File: config.mk
export PLATFORM = sky130hd
export DESIGN_NAME = util_cpack2_timestamp_check_flat
export DESIGN_NICKNAME = d
export VERILOG_FILES = /design/src/rtl/util_cpack2_timestamp_check_if.sv /design/src/rtl/util_cpack2_timestamp_check.sv /design/src/flat_wrapper.sv
export SDC_FILE = /design/constraint.sdc
export NUM_CORES = 1
export LEC_CHECK = 0
export CAP_MARGIN = 30
export CORE_ASPECT_RATIO = 1.2
export CORE_MARGIN = 2
export CORE_UTILIZATION = 35
export CTS_BUF_LIST = sky130_fd_sc_hd__clkbuf_4
export DETAILED_ROUTE_END_ITERATION = 12
export GPL_TIMING_DRIVEN = 0
export SYNTH_ARGS = -nofsm -noshare
export SYNTH_HDL_FRONTEND = slang
export SYNTH_SLANG_ARGS = --single-unit
File: constraint.sdc
create_clock -name dma_clk -period 5.3 [get_ports dma_clk]
set_input_delay 1.59 -clock dma_clk [delete_from_list [all_inputs] [get_ports dma_clk]]
set_output_delay 1.59 -clock dma_clk [all_outputs]
set_load 0.005 [all_outputs]
File: src/rtl/util_cpack2_timestamp_check_if.sv
// Packed-word write stream between the timestamp inserter, this checker and the DMA write FIFO.
// Master drives the word; slave reports overflow back.
interface util_cpack2_timestamp_check_if #(
  parameter int unsigned DW = 64
);
  logic          wr_en;
  logic          wr_sync;
  logic [DW-1:0] wr_data;
  logic          wr_overflow;

  modport master (
    output wr_en,
    output wr_sync,
    output wr_data,
    input  wr_overflow
  );

  modport slave (
    input  wr_en,
    input  wr_sync,
    input  wr_data,
    output wr_overflow
  );
endinterface

File: src/rtl/util_cpack2_timestamp_check.sv
// Timestamp framing checker: forwards the stream with one cycle latency and verifies timestamps.
// Optional UTIL_CPACK2_TIMESTAMP_CHECK_STRIP_EN removes timestamp words from the output stream.
module util_cpack2_timestamp_check #(
  parameter int unsigned NUM_OF_CHANNELS     = 4,
  parameter int unsigned SAMPLES_PER_CHANNEL = 1,
  parameter int unsigned SAMPLE_DATA_WIDTH   = 16
) (
  input  logic                                dma_clk,
  input  logic                                dma_resetn,
  input  logic [31:0]                         timestamp_every,
  input  logic [63:0]                         timestamp_increment,
  input  logic                                error_clear,
  util_cpack2_timestamp_check_if.slave        in_wr,
  util_cpack2_timestamp_check_if.master       out_wr,
  output logic                                ts_locked,
  output logic [63:0]                         ts_last,
  output logic                                ts_error_pulse,
  output logic [31:0]                         ts_error_count
);

  // The timestamp occupies the low 64 bits, so the packed word must be at least that wide.
  localparam int unsigned DW = NUM_OF_CHANNELS * SAMPLES_PER_CHANNEL * SAMPLE_DATA_WIDTH;

  typedef enum logic [1:0] {StBypass, StHunt, StData, StTs} state_e;

  state_e          state_q, state_d;
  logic [31:0]     frame_len_q, frame_len_d;
  logic [31:0]     cnt_q, cnt_d;
  logic [63:0]     ts_last_q, ts_last_d;
  logic [31:0]     err_cnt_q, err_cnt_d;
  logic            err_pulse_q;
  logic            locked_q, locked_d;
  logic            out_en_q, out_sync_q;
  logic [DW-1:0]   out_data_q;

  logic            bypass;
  logic            ts_word;
  logic            err;
  logic            strip;
  logic            fwd;
  logic            fwd_sync;
  logic [63:0]     in_ts;
  logic [63:0]     ts_expect;

  assign in_wr.wr_overflow = out_wr.wr_overflow;

  assign bypass    = (timestamp_every == 32'd0);
  assign in_ts     = in_wr.wr_data[63:0];
  assign ts_expect = ts_last_q + timestamp_increment;

  // Framing FSM; ts_word marks the current input word as a timestamp to be latched.
  always_comb begin
    state_d     = state_q;
    frame_len_d = frame_len_q;
    cnt_d       = cnt_q;
    ts_last_d   = ts_last_q;
    ts_word     = 1'b0;
    err         = 1'b0;
    if (bypass) begin
      state_d = StBypass;
    end else begin
      unique case (state_q)
        StBypass: state_d = StHunt;
        StHunt: begin
          if (in_wr.wr_en && in_wr.wr_sync) begin
            ts_word = 1'b1;
            state_d = StData;
          end
        end
        StData: begin
          if (in_wr.wr_en) begin
            if (in_wr.wr_sync) begin
              // Early timestamp: framing error, resynchronise on this word without comparing.
              ts_word = 1'b1;
              err     = 1'b1;
            end else begin
              cnt_d = cnt_q + 32'd1;
              if (cnt_d == frame_len_q) begin
                state_d = StTs;
              end
            end
          end
        end
        StTs: begin
          if (in_wr.wr_en) begin
            ts_word = 1'b1;
            err     = (in_ts != ts_expect);
            state_d = StData;
          end
        end
        default: state_d = StHunt;
      endcase
    end
    if (ts_word) begin
      ts_last_d   = in_ts;
      frame_len_d = timestamp_every;
      cnt_d       = 32'd0;
    end
  end

  assign locked_d = (state_d == StData) || (state_d == StTs);

  // Saturating error counter; a coincident clear still records the new error.
  always_comb begin
    err_cnt_d = err_cnt_q;
    if (error_clear) begin
      err_cnt_d = {31'd0, err};
    end else if (err && (err_cnt_q != 32'hFFFF_FFFF)) begin
      err_cnt_d = err_cnt_q + 32'd1;
    end
  end

`ifdef UTIL_CPACK2_TIMESTAMP_CHECK_STRIP_EN
  logic pend_sync_q, pend_sync_d;

  // A stripped timestamp hands its sync flag to the next forwarded word.
  always_comb begin
    strip       = ts_word;
    fwd_sync    = in_wr.wr_sync | pend_sync_q;
    pend_sync_d = pend_sync_q;
    if (ts_word) begin
      pend_sync_d = 1'b1;
    end else if (in_wr.wr_en) begin
      pend_sync_d = 1'b0;
    end
  end

  always_ff @(posedge dma_clk or negedge dma_resetn) begin
    if (!dma_resetn) begin
      pend_sync_q <= 1'b0;
    end else begin
      pend_sync_q <= pend_sync_d;
    end
  end
`else
  always_comb begin
    strip    = 1'b0;
    fwd_sync = in_wr.wr_sync;
  end
`endif

  assign fwd = in_wr.wr_en & ~strip;

  always_ff @(posedge dma_clk or negedge dma_resetn) begin
    if (!dma_resetn) begin
      state_q     <= StHunt;
      frame_len_q <= 32'd0;
      cnt_q       <= 32'd0;
      ts_last_q   <= 64'd0;
      err_cnt_q   <= 32'd0;
      err_pulse_q <= 1'b0;
      locked_q    <= 1'b0;
      out_en_q    <= 1'b0;
      out_sync_q  <= 1'b0;
      out_data_q  <= '0;
    end else begin
      state_q     <= state_d;
      frame_len_q <= frame_len_d;
      cnt_q       <= cnt_d;
      ts_last_q   <= ts_last_d;
      err_cnt_q   <= err_cnt_d;
      err_pulse_q <= err;
      locked_q    <= locked_d;
      out_en_q    <= fwd;
      out_sync_q  <= fwd & fwd_sync;
      out_data_q  <= fwd ? in_wr.wr_data : '0;
    end
  end

  assign out_wr.wr_en   = out_en_q;
  assign out_wr.wr_sync = out_sync_q;
  assign out_wr.wr_data = out_data_q;
  assign ts_locked      = locked_q;
  assign ts_last        = ts_last_q;
  assign ts_error_pulse = err_pulse_q;
  assign ts_error_count = err_cnt_q;

endmodule

File: src/flat_wrapper.sv
// flat-port wrapper written by rule: the top's interface ports become plain ports
module util_cpack2_timestamp_check_flat 
#(
  parameter int unsigned NUM_OF_CHANNELS     = 4,
  parameter int unsigned SAMPLES_PER_CHANNEL = 1,
  parameter int unsigned SAMPLE_DATA_WIDTH   = 16
)
  (dma_clk, dma_resetn, timestamp_every, timestamp_increment, error_clear, ts_locked, ts_last, ts_error_pulse, ts_error_count, in_wr_wr_en, in_wr_wr_sync, in_wr_wr_data, in_wr_wr_overflow, out_wr_wr_en, out_wr_wr_sync, out_wr_wr_data, out_wr_wr_overflow);
  util_cpack2_timestamp_check_if in_wr_i ();
  util_cpack2_timestamp_check_if out_wr_i ();
  input  logic dma_clk;
  input  logic dma_resetn;
  input  logic [31:0] timestamp_every;
  input  logic [63:0] timestamp_increment;
  input  logic error_clear;
  output logic ts_locked;
  output logic [63:0] ts_last;
  output logic ts_error_pulse;
  output logic [31:0] ts_error_count;
  input wire logic [$bits(in_wr_i.wr_en)-1:0] in_wr_wr_en;
  input wire logic [$bits(in_wr_i.wr_sync)-1:0] in_wr_wr_sync;
  input wire logic [$bits(in_wr_i.wr_data)-1:0] in_wr_wr_data;
  output wire logic [$bits(in_wr_i.wr_overflow)-1:0] in_wr_wr_overflow;
  output wire logic [$bits(out_wr_i.wr_en)-1:0] out_wr_wr_en;
  output wire logic [$bits(out_wr_i.wr_sync)-1:0] out_wr_wr_sync;
  output wire logic [$bits(out_wr_i.wr_data)-1:0] out_wr_wr_data;
  input wire logic [$bits(out_wr_i.wr_overflow)-1:0] out_wr_wr_overflow;
  assign in_wr_i.wr_en = in_wr_wr_en;
  assign in_wr_i.wr_sync = in_wr_wr_sync;
  assign in_wr_i.wr_data = in_wr_wr_data;
  assign in_wr_wr_overflow = in_wr_i.wr_overflow;
  assign out_wr_wr_en = out_wr_i.wr_en;
  assign out_wr_wr_sync = out_wr_i.wr_sync;
  assign out_wr_wr_data = out_wr_i.wr_data;
  assign out_wr_i.wr_overflow = out_wr_wr_overflow;
  util_cpack2_timestamp_check #(.NUM_OF_CHANNELS(NUM_OF_CHANNELS), .SAMPLES_PER_CHANNEL(SAMPLES_PER_CHANNEL), .SAMPLE_DATA_WIDTH(SAMPLE_DATA_WIDTH)) u_core (.dma_clk(dma_clk), .dma_resetn(dma_resetn), .timestamp_every(timestamp_every), .timestamp_increment(timestamp_increment), .error_clear(error_clear), .in_wr(in_wr_i), .out_wr(out_wr_i), .ts_locked(ts_locked), .ts_last(ts_last), .ts_error_pulse(ts_error_pulse), .ts_error_count(ts_error_count));
endmodule
# After elaboration in Yosys (flattened, before gate mapping)

Cells that the tools add are included.

Input port bits: 166
Bits in registers: 230
Bits in writable memories: 0
Memories kept: 0
ROM bits: 0
Latch bits: 0
Logic and storage cells: 57
Output and inout bits: 165

Add/subtract/negate cells: 3
Div/mod/pow operators: 0
Multiply operators: 0
Equal/unequal tests: 10
Reduce and logical (&&, ||, !) cells: 9
Mux-type cells: 24
Order comparisons: 0
Bitwise logic cells: 1
Shifts and indexed selects: 0

Operators with widths:

| kind                                                                     | count |
|---|---|
| 32-bit 2-to-1 mux                                                        | 7 |
| 32-bit by 1-bit adder with 32-bit output (second input constant)         | 2 |
| 64-bit adder                                                             | 1 |
| 64-bit 2-to-1 mux                                                        | 1 |
| 64-bit inequality test                                                   | 1 |
| 32-bit == test                                                           | 1 |
| 32-bit logical NOT                                                       | 1 |
| 32-bit inequality test (second input constant)                           | 1 |
| 2-bit 2-to-1 mux                                                         | 6 |
| 2-bit == test (second input constant)                                    | 4 |
| 2-bit case mux with 4 select lines                                       | 1 |
| 1-bit 2-to-1 mux                                                         | 7 |
| 2-bit nonzero test                                                       | 3 |
| 4-bit AND reduction                                                      | 1 |
| 1-bit case mux with 3 select lines                                       | 1 |
| 2-bit by 1-bit == test with 1-bit output (second input constant)         | 1 |
| 1-bit logical AND                                                        | 2 |
| 2-bit logical NOT                                                        | 1 |
| 2-bit by 1-bit inequality test with 1-bit output (second input constant) | 1 |
| 2-bit inequality test (second input constant)                            | 1 |
| 1-bit case mux with 2 select lines                                       | 1 |
| 1-bit bitwise AND                                                        | 1 |
| 1-bit logical OR                                                         | 1 |

# Logic depth before layout (Yosys ltp)

Gate-level depths: netlist (run 1).

Depth after elaboration: 9
Depth in mapped cells: 17
Mapped depth without buffers: 14

# Worst setup path before layout (run 1)

Ideal clock, no wire load.

Path type: input to register
Start: input timestamp_increment[0]
End: register u_core.err_cnt_q[2], in the netlist u_core.ts_error_count[2]
Path slack: -0.383 ns
Path buffers: 0
Data required time: 5.175 ns
Stages on the path: 13
Setup time: 0.125 ns
Data arrival time: 5.558 ns
Cell sequence: ha_1 fa_1 a211oi_1 o21a_1 o21ai_0 xnor2_1 a2111oi_0 nand4_1 or4b_1 or4_4 or4_4 and3_1 mux2_4

Cells in the longest elaborated chain, start to end: 7

Ends and longest elaborated chain:

| element                            | line                               | RTL |
|---|---|---|
| start, declared                    | flat_wrapper.sv:14                 | `input logic [63:0] timestamp_increment;` |
| 64-bit adder                       | util_cpack2_timestamp_check.sv:49  | `assign ts_expect = ts_last_q + timestamp_increment;` |
| 64-bit inequality test             | util_cpack2_timestamp_check.sv:87  | `err = (in_ts != ts_expect);` |
| 1-bit 2-to-1 mux                   | util_cpack2_timestamp_check.sv:85  | `if (in_wr.wr_en) begin` |
| 1-bit case mux with 2 select lines | util_cpack2_timestamp_check.sv:62  | `unique case (state_q)` |
| 1-bit 2-to-1 mux                   | util_cpack2_timestamp_check.sv:59  | `if (bypass) begin` |
| 1-bit logical AND                  | util_cpack2_timestamp_check.sv:108 | `end else if (err && (err_cnt_q != 32'hFFFF_FFFF)) begin` |
| 2-bit nonzero test (no line)       | -                                  |  |
| end signal, assigned               | util_cpack2_timestamp_check.sv:161 | `err_cnt_q <= err_cnt_d;` |
| end, declared                      | util_cpack2_timestamp_check.sv:30  | `logic [31:0] err_cnt_q, err_cnt_d;` |

Every way passes these cells.
A chain may end at the register's enable or synchronous reset.

# Worst setup path after layout (run 1)

Start: input timestamp_increment[50]
End: register u_core.err_cnt_q[2], in the netlist u_core.ts_error_count[2]

The elaborated chain is that of the path after synthesis.

==> out/metrics.cfg, run 1 <==
[die]
initial_standard_cell_utilization_of_the_core=0.3549
horizontal_die_dimension_um=198.7
num_rows=85
die_footprint_um2=47240
design.portCount=331
fp.dieH_um=237.7
core_area_um2=44880

[clock_network]
cts_tree=built
numClockSinks=230
path_clk_slew_ns=0.06
holdBufCountCts=0
clockRootBuffer=sky130_fd_sc_hd__clkbuf_4
clockBufferDepth=3
h-tree-depth=3
cts_buffers=66
clock_insertion_delay_at_the_later_pin_of_the_skew_report_ns=0.83

[timing]
worst_slack_ns=-0.02843
clock_skew_ns=0.08540
setup_viol=2
achievable-frequency_mhz=187.7
finalCriticalPeriod_ns=5.328
rsz0062_at_grt=yes
finalMaxSlewViolations=0
final.period_utilization=1.005
worst_slew_pin_slew_ns=0.9699
timing.slew.headroom=0.3534
timing.final.hold_violations=0

[final_layout]
mostFrequentLayoutCells=319 x sky130_fd_sc_hd__clkdlybuf4s50_1, 229 x sky130_fd_sc_hd__dfrtp_1, 137 x sky130_fd_sc_hd__nor2_1, 132 x sky130_fd_sc_hd__nand2_1, 109 x sky130_fd_sc_hd__mux2_2
leading_cell_type_in_the_layout_fill_and_taps_excluded=sky130_fd_sc_hd__clkdlybuf4s50_1
ff_latch_area_um2=5757
post_route_cells_drive_above_1_share=0.2385
area.growth.synth_to_final_pct=44.80
area_of_combinational_cells_with_multiple_inputs_um2=11060
finish.utilization=0.5139
postLayoutCellArea_um2=23060
num-nets-final=2496
fill_cells=4348

[critical_path]
crit_path_end_kind=flop
worst_r2r_endpoint=u_core.ts_error_count[2]$_DFFE_PN0P_
cp.required_ns=5.99
critical_path.max_stage_delay_ns=0.54
worst_reg2reg_path_depth=14
cp_common_cell=sky130_fd_sc_hd__or4_4
critPathMaxFanout=6
critical-path-slowest-cell=sky130_fd_sc_hd__or4b_4
critical_path_depth=14
rrSetupSlack_ns=0.67
r2r-start=u_core.ts_last[0]$_DFFE_PN0P_
critical_path_class=input port to flop
critical_path_buf_inv_count=2
cp_cell_sequence=clkdlybuf4s50_1, ha_4, nand4_4, or2_0, buf_4, o211ai_4, o32ai_2, or4_1, nor4_1, or4b_4, or4_4, or4_4, and3_4, mux2_4
worstSetupStartpointType=input port
critical_path_arrival_ns=6.01
worst_path_dominant_cell_family=simple AND/OR/NAND/NOR gates
crit_start=timestamp_increment[50]

[worst_hold_path]
holdCritPathClass=flop to flop
holdCritStartpoint=u_core.frame_len_q[12]$_DFFE_PN0P_
min_delay_worst_endpoint=u_core.frame_len_q[12]$_DFFE_PN0P_
worst_hold_path.num_cells=1

[power]
seq_pwr_share=0.232
p_leak_nw=9.001
power.density_nw_per_um2=439.7
switching_power_summed_over_all_nets_mw=4.548
power_switching_share=0.4485
power.internal_mw=5.592
power.share.clock=0.169
pwr-share-comb=0.600
max_ir_drop_vdd_mv=0.1863

[logic_synthesis]
ys.warnings.count=0
ys_types=80
synthCells=1783
syn-num-nets=2015
synthesized_area_per_cell_um2=8.933
synth.ff_latch_count=230
synth_enable_flop_cells=0
synthArstFlopShare=1.000
postSynth.topFlopCell=sky130_fd_sc_hd__dfrtp_1
synth.cell_area_um2=15930
ys_seq_area_frac=0.3614

[drt]
drt-vias-per-instance=5.633
drtPass1Iterations=5
drt_wl_total_mm=67.25
drt-initial-drc-count=1021
remaining_drc_errors=0
route.antenna.remaining_nets=0
vias=16460
routed_wire_length_per_instance_um=23.02

[placement]
placement.io_buffers=328
placed_area_um2=20230
place.gp.congestion=0.9576
dp.final_hpwl_mm=52.93

[status]
violations_in_the_final_reports=negative setup slack
run_status=finished, violations left

[grt]
gr-total-overflow=0
grt_pass1_vias=16410
grt_first_pass_wirelength_mm=99.68
globalRouteTotalUtil=0.2801
number_of_antenna_violations_at_the_first_check_in_global_routing=3
grt_start_max_net_pins=115

[run]
max_cap_violations=0

[layout make-up]
cell class / count / area share
Multi-Input combinational cell: 1457 / 0.4797
Inverter: 11 / 0.001790
Clock buffer: 100 / 0.03255
Timing Repair Buffer: 419 / 0.1776
Sequential cell: 230 / 0.2496
Tap cell: 609 / 0.03304
Buffer: 79 / 0.02127
Clock inverter: 14 / 0.004123
Antenna cell: 3 / 0.0003255
[worst reg2reg max path: stages (launching register included)]
cell	delay [ns]
sky130_fd_sc_hd__dfrtp_1	0.42
sky130_fd_sc_hd__ha_4	0.19
sky130_fd_sc_hd__fa_2	0.43
sky130_fd_sc_hd__a211oi_4	0.24
sky130_fd_sc_hd__o21a_2	0.19
sky130_fd_sc_hd__buf_4	0.13
sky130_fd_sc_hd__nor3b_1	0.05
sky130_fd_sc_hd__a211oi_2	0.52
sky130_fd_sc_hd__a21o_1	0.19
sky130_fd_sc_hd__nand4_1	0.12
sky130_fd_sc_hd__or4b_4	0.58
sky130_fd_sc_hd__or4_4	0.54
sky130_fd_sc_hd__or4_4	0.46
sky130_fd_sc_hd__and3_4	0.19
sky130_fd_sc_hd__mux2_4	0.28
[repair_timing]
| action | 4_1_cts | 5_1_grt |
|---|---|---|
| setup endpoints to repair | 33 | 33 |
| resized for setup | 121 | 206 |
| buffers inserted | 23 | 61 |
| cloned | 1 | 1 |
| pin swaps | 31 | 57 |
[how the worst max path moves through the flow]
stage / endpoint
floorplan: u_core.ts_error_count[2]$_DFFE_PN0P_
global placement: u_core.frame_len_q[10]$_DFFE_PN0P_
detailed placement: u_core.ts_error_count[8]$_DFFE_PN0P_
CTS: u_core.ts_error_count[2]$_DFFE_PN0P_
global route: u_core.ts_error_count[18]$_DFFE_PN0P_
finish: u_core.ts_error_count[2]$_DFFE_PN0P_
[through the flow]
| stage | cells | hold slack (ns) | setup TNS, ns | setup WS (ns) | power [mW] |
|---|---|---|---|---|---|
| floorplan | 1783 | 0.4840 | -0.01852 | -0.01180 | 5.189 |
| global route | 2921 | 0.5400 | -0.09580 | -0.04872 | 10.72 |
| CTS | 2861 | 0.4921 | 0 | 0.001306 | 9.376 |
| global placement | 2720 | 0.5087 | -1801.47 | -7.558 | 7.217 |
| finish | 2922 | 0.5268 | -0.05323 | -0.02843 | 10.14 |
| detailed placement | 2725 | 0.5170 | -80.10 | -1.817 | 7.230 |
[cells in the mapped netlist (all sizes together) (8+ instances only)]
cell / n / share of area
dfrtp: 229 / 0.36
and4: 11 / 0.0060
mux2i: 10 / 0.0063
nand2b: 10 / 0.0039
clkbuf: 56 / 0.013
ha: 65 / 0.051
nor3: 36 / 0.011
a21o: 15 / 0.0071
nor4: 29 / 0.012
o211ai: 21 / 0.010
o21ai: 111 / 0.035
nand4: 56 / 0.022
a211oi: 17 / 0.0083
xor2: 49 / 0.027
nor2b: 19 / 0.0075
mux2: 112 / 0.080
or4: 24 / 0.012
buf: 29 / 0.0094
o21a: 25 / 0.012
a21boi: 8 / 0.0038
inv: 11 / 0.0026
xnor2: 80 / 0.044
nand2: 146 / 0.034
o2111ai: 8 / 0.0044
and3: 27 / 0.011
a31oi: 14 / 0.0055
o31ai: 34 / 0.016
nor2: 155 / 0.037
nand3: 66 / 0.021
and2: 72 / 0.028
o22ai: 9 / 0.0035
a21oi: 132 / 0.041
[cell families after synthesis]
logic type                 after synthesis  synth area share
and+or+nand+nor                        671            0.2151
AOI/OAI and AO/OA                      469            0.1889
xor gates and xnor gates               129           0.07093
muxes                                  122           0.08594
adders and majority gates               66           0.05232
buffers and inverters                   96           0.02537
DFF                                    230            0.3614
[power groups by stage]
stage                     registers, mW  logic (mW)  clock network (mW)
after floorplan                    2.32        2.87                   0
final                              2.35        6.08                1.71
after global placement             2.35        4.87                   0
after CTS                          2.34        5.25                1.79
after global routing               2.40        6.45                1.87
after detailed placement           2.36        4.86                   0
[registers in the layout, summed over array words and instances (netlist names)]
| register | flops |
|---|---|
| u_core.out_wr.wr_data | 64 |
| u_core.ts_last | 64 |
| u_core.cnt_q | 32 |
| u_core.frame_len_q | 32 |
| u_core.ts_error_count | 32 |
| u_core.state_q | 2 |
| u_core.out_wr.wr_en | 1 |
| u_core.out_wr.wr_sync | 1 |
| u_core.ts_error_pulse | 1 |
| u_core.ts_locked | 1 |
[metal layers]
layer,vias up,track usage,wire (um)
met5,-,0,0
met4,0,0.1300,2791
met3,134,0.05236,3963
met2,591,0.4682,32450
met1,8096,0.3480,28040
li1,7638,-,-
Power figures use the tool's default switching activity.
==> inputs of run 2 (changes only) <==
Settings changed: HOLD_SLACK_MARGIN from default to 0.08.
Clock period 5.3 ns to 6.75 ns, I/O delays scaled along.
==> run 2 against run 1 <==
The run now ends clean. Power down 30%. Global-route usage rose by 0.20 points. Clock-buffer cell count decreased by 4. Largest cell class unchanged. Register-to-register slack better by 0.67 ns. Critical path depth is the same. Worst hold slack worse by 0.0049 ns. Combinational power fell by 36%.
==> out/metrics.cfg, run 2 (synthesized netlist as in run 1, its figures left out) <==
[critical_path]
critical_path_class=input port to flop
worst_reg2reg_path_depth=13  ; -1
critical-path-slowest-cell=sky130_fd_sc_hd__or4b_1
critical_path.max_stage_delay_ns=0.67  ; +0.13 ns
critical_path_arrival_ns=7.33  ; +1.32 ns
cp.required_ns=7.44  ; +1.45 ns
worst_r2r_endpoint=u_core.ts_error_count[2]$_DFFE_PN0P_
worstSetupStartpointType=input port
rrSetupSlack_ns=1.34  ; +0.67 ns
critPathMaxFanout=6  ; unchanged
cp_cell_sequence=clkdlybuf4s50_1, ha_1, a21oi_1, o21ai_1, a21oi_1, o21a_1, o211ai_1, a2111oi_0, nand4_1, or4b_1, or4_4, or4_4, and3_1, mux2_4
r2r-start=u_core.ts_last[24]$_DFFE_PN0P_
crit_path_end_kind=flop
crit_start=timestamp_increment[24]

[clock_network]
cts_setup_buffers=0  ; -100%
cts_buffers=67  ; +1.5%
h-tree-depth=3  ; unchanged
clockBufferDepth=3  ; unchanged
cts_tree=built
clockRootBuffer=sky130_fd_sc_hd__clkbuf_4
clock_insertion_delay_at_the_later_pin_of_the_skew_report_ns=0.85  ; +0.02 ns
holdBufCountCts=0  ; unchanged
numClockSinks=230  ; unchanged
path_clk_slew_ns=0.06  ; about the same

[grt]
globalRouteTotalUtil=0.2820  ; +0.001965
grt_first_pass_wirelength_mm=101.0  ; +1.3%
grt_pass1_vias=16360  ; -0.27%
grt_start_max_net_pins=115  ; unchanged
number_of_antenna_violations_at_the_first_check_in_global_routing=4  ; +1
gr-total-overflow=0  ; unchanged

[timing]
finalMaxSlewViolations=0  ; unchanged
finalCriticalPeriod_ns=6.646
achievable-frequency_mhz=150.5
rsz0062_at_grt=no
timing.slew.headroom=0.2848  ; -0.06867
final.hold.worst_slack_ns=0.5219  ; -0.004875 ns
fin_setup_tns_ns=0  ; +0.05323 ns
final.period_utilization=0.9846
worst_slack_ns=0.1038  ; +0.1322 ns
clock_skew_ns=0.06747  ; -0.01793 ns
setup_viol=0  ; -2
worst_slew_pin_slew_ns=1.070  ; +0.1003 ns
timing.final.hold_violations=0  ; unchanged

[drt]
wl_met1_mm=28.54  ; +1.8%
met3RoutedLength_mm=3.930  ; -0.83%
drt_wl_total_mm=66.69  ; -0.84%
route.top_layer_used=met5
route.antenna.remaining_nets=0  ; unchanged
wl_met2_mm=31.95  ; -1.5%
remaining_drc_errors=0  ; unchanged
drt-vias-per-instance=5.638  ; +0.10%
routed_wire_length_per_instance_um=23.41  ; +1.7%
drtPass1Iterations=6  ; +1
vias=16060  ; -2.4%
drt-initial-drc-count=1067  ; +4.5%

[die]
fp.dieH_um=237.7  ; unchanged
design.portCount=331  ; unchanged
num_rows=85  ; unchanged
die_footprint_um2=47240  ; unchanged
horizontal_die_dimension_um=198.7  ; unchanged
core_area_um2=44880  ; unchanged
initial_standard_cell_utilization_of_the_core=0.3549  ; unchanged

[final_layout]
postLayoutCellArea_um2=20980  ; -9.0%
post_route_cells_drive_above_1_share=0.1254  ; -0.1131
area.growth.synth_to_final_pct=31.70
leading_cell_type_in_the_layout_fill_and_taps_excluded=sky130_fd_sc_hd__clkdlybuf4s50_1
num-nets-final=2419  ; -3.1%
mostFrequentLayoutCells=327 x sky130_fd_sc_hd__clkdlybuf4s50_1, 229 x sky130_fd_sc_hd__dfrtp_1, 154 x sky130_fd_sc_hd__nor2_1, 146 x sky130_fd_sc_hd__nand2_1, 130 x sky130_fd_sc_hd__a21oi_1

[power]
power.total_mw=7.054  ; -30%
p_leak_nw=8.235  ; -8.5%
power.density_nw_per_um2=336.2  ; -24%
max_ir_drop_vdd_mv=0.1639  ; -12%

[worst_hold_path]
min_delay_worst_endpoint=u_core.cnt_q[11]$_DFFE_PN0P_
holdCritPathClass=flop to flop
worst_hold_path.num_cells=1  ; unchanged
holdCritStartpoint=u_core.cnt_q[11]$_DFFE_PN0P_

[placement]
place.gp.congestion=0.9554  ; -0.23%
placement.io_buffers=328  ; unchanged
dp.final_hpwl_mm=53.77  ; +1.6%
placed_area_um2=20060  ; -0.81%
place_worst_setup_slack_ns=-1.031  ; +0.7856 ns

[run]
max_cap_violations=0  ; unchanged

[status]
run_status=finished clean

==> run 2: worst max-delay path, delay by kind of cell <==
family                     cells  cell delay, ns
muxes                          1            0.29
and+or+nand+nor                5            2.19
adders and majority gates      1            0.40
AOI/OAI and AO/OA              6            2.01
buffers and inverters          1            0.40
==> run 2: layout make-up <==
class	instances	area (um^2)
antenna	8	20.02
buffer	85	365.4
clock buffer	96	720.7
clock inverter	18	113.9
fill	4469	23900
inverter	11	41.29
multi-input combinational	1457	9809
sequential	230	5757
tap	609	762.0
timing repair buffer	335	3388
==> run 2: worst max-delay path by stage <==
stage | endpoint | slack [ns] | cells after the start
final | u_core.ts_error_count[2]$_DFFE_PN0P_ | 0.10 | 14
after global routing | u_core.ts_error_count[31]$_DFFE_PN0P_ | 0.02 | 17
after CTS | u_core.ts_error_count[11]$_DFFE_PN0P_ | 0.03 | 17
after detailed placement | u_core.ts_error_count[31]$_DFFE_PN0P_ | -1.03 | 17
after global placement | u_core.frame_len_q[10]$_DFFE_PN0P_ | -6.50 | 1
after floorplan | u_core.ts_error_count[2]$_DFFE_PN0P_ | 0.63 | 13
==> run 2: metrics by stage <==
stage | util | cells
after CTS | 0.4657 | 2840
after global placement | 0.4450 | 2720
after detailed placement | 0.4471 | 2726
after global routing | 0.4673 | 2847
final | 0.4674 | 2849
after floorplan | - | 1783
==> run 2: report_power, final <==
| part | leakage (nW) | total, mW | internal, mW | switching, mW |
|---|---|---|---|---|
| Clock | 0.488 | 1.35 | 0.692 | 0.657 |
| Combinational | 4.85 | 3.88 | 1.50 | 2.38 |
| Sequential | 2.90 | 1.82 | 1.62 | 0.202 |
==> run 2: per-layer routing <==
| layer | track usage | vias up |
|---|---|---|
| met1 | 0.3585 | 7839 |
| met3 | 0.05661 | 117 |
| met2 | 0.4661 | 605 |
| met5 | 0 | - |
| met4 | 0.1160 | 2 |
| li1 | - | 7501 |
==> run 2: timing repair <==
item,4_1_cts,5_1_grt
pin swaps,0,1
endpoints found under the setup margin,28,33
resized for setup,1,11
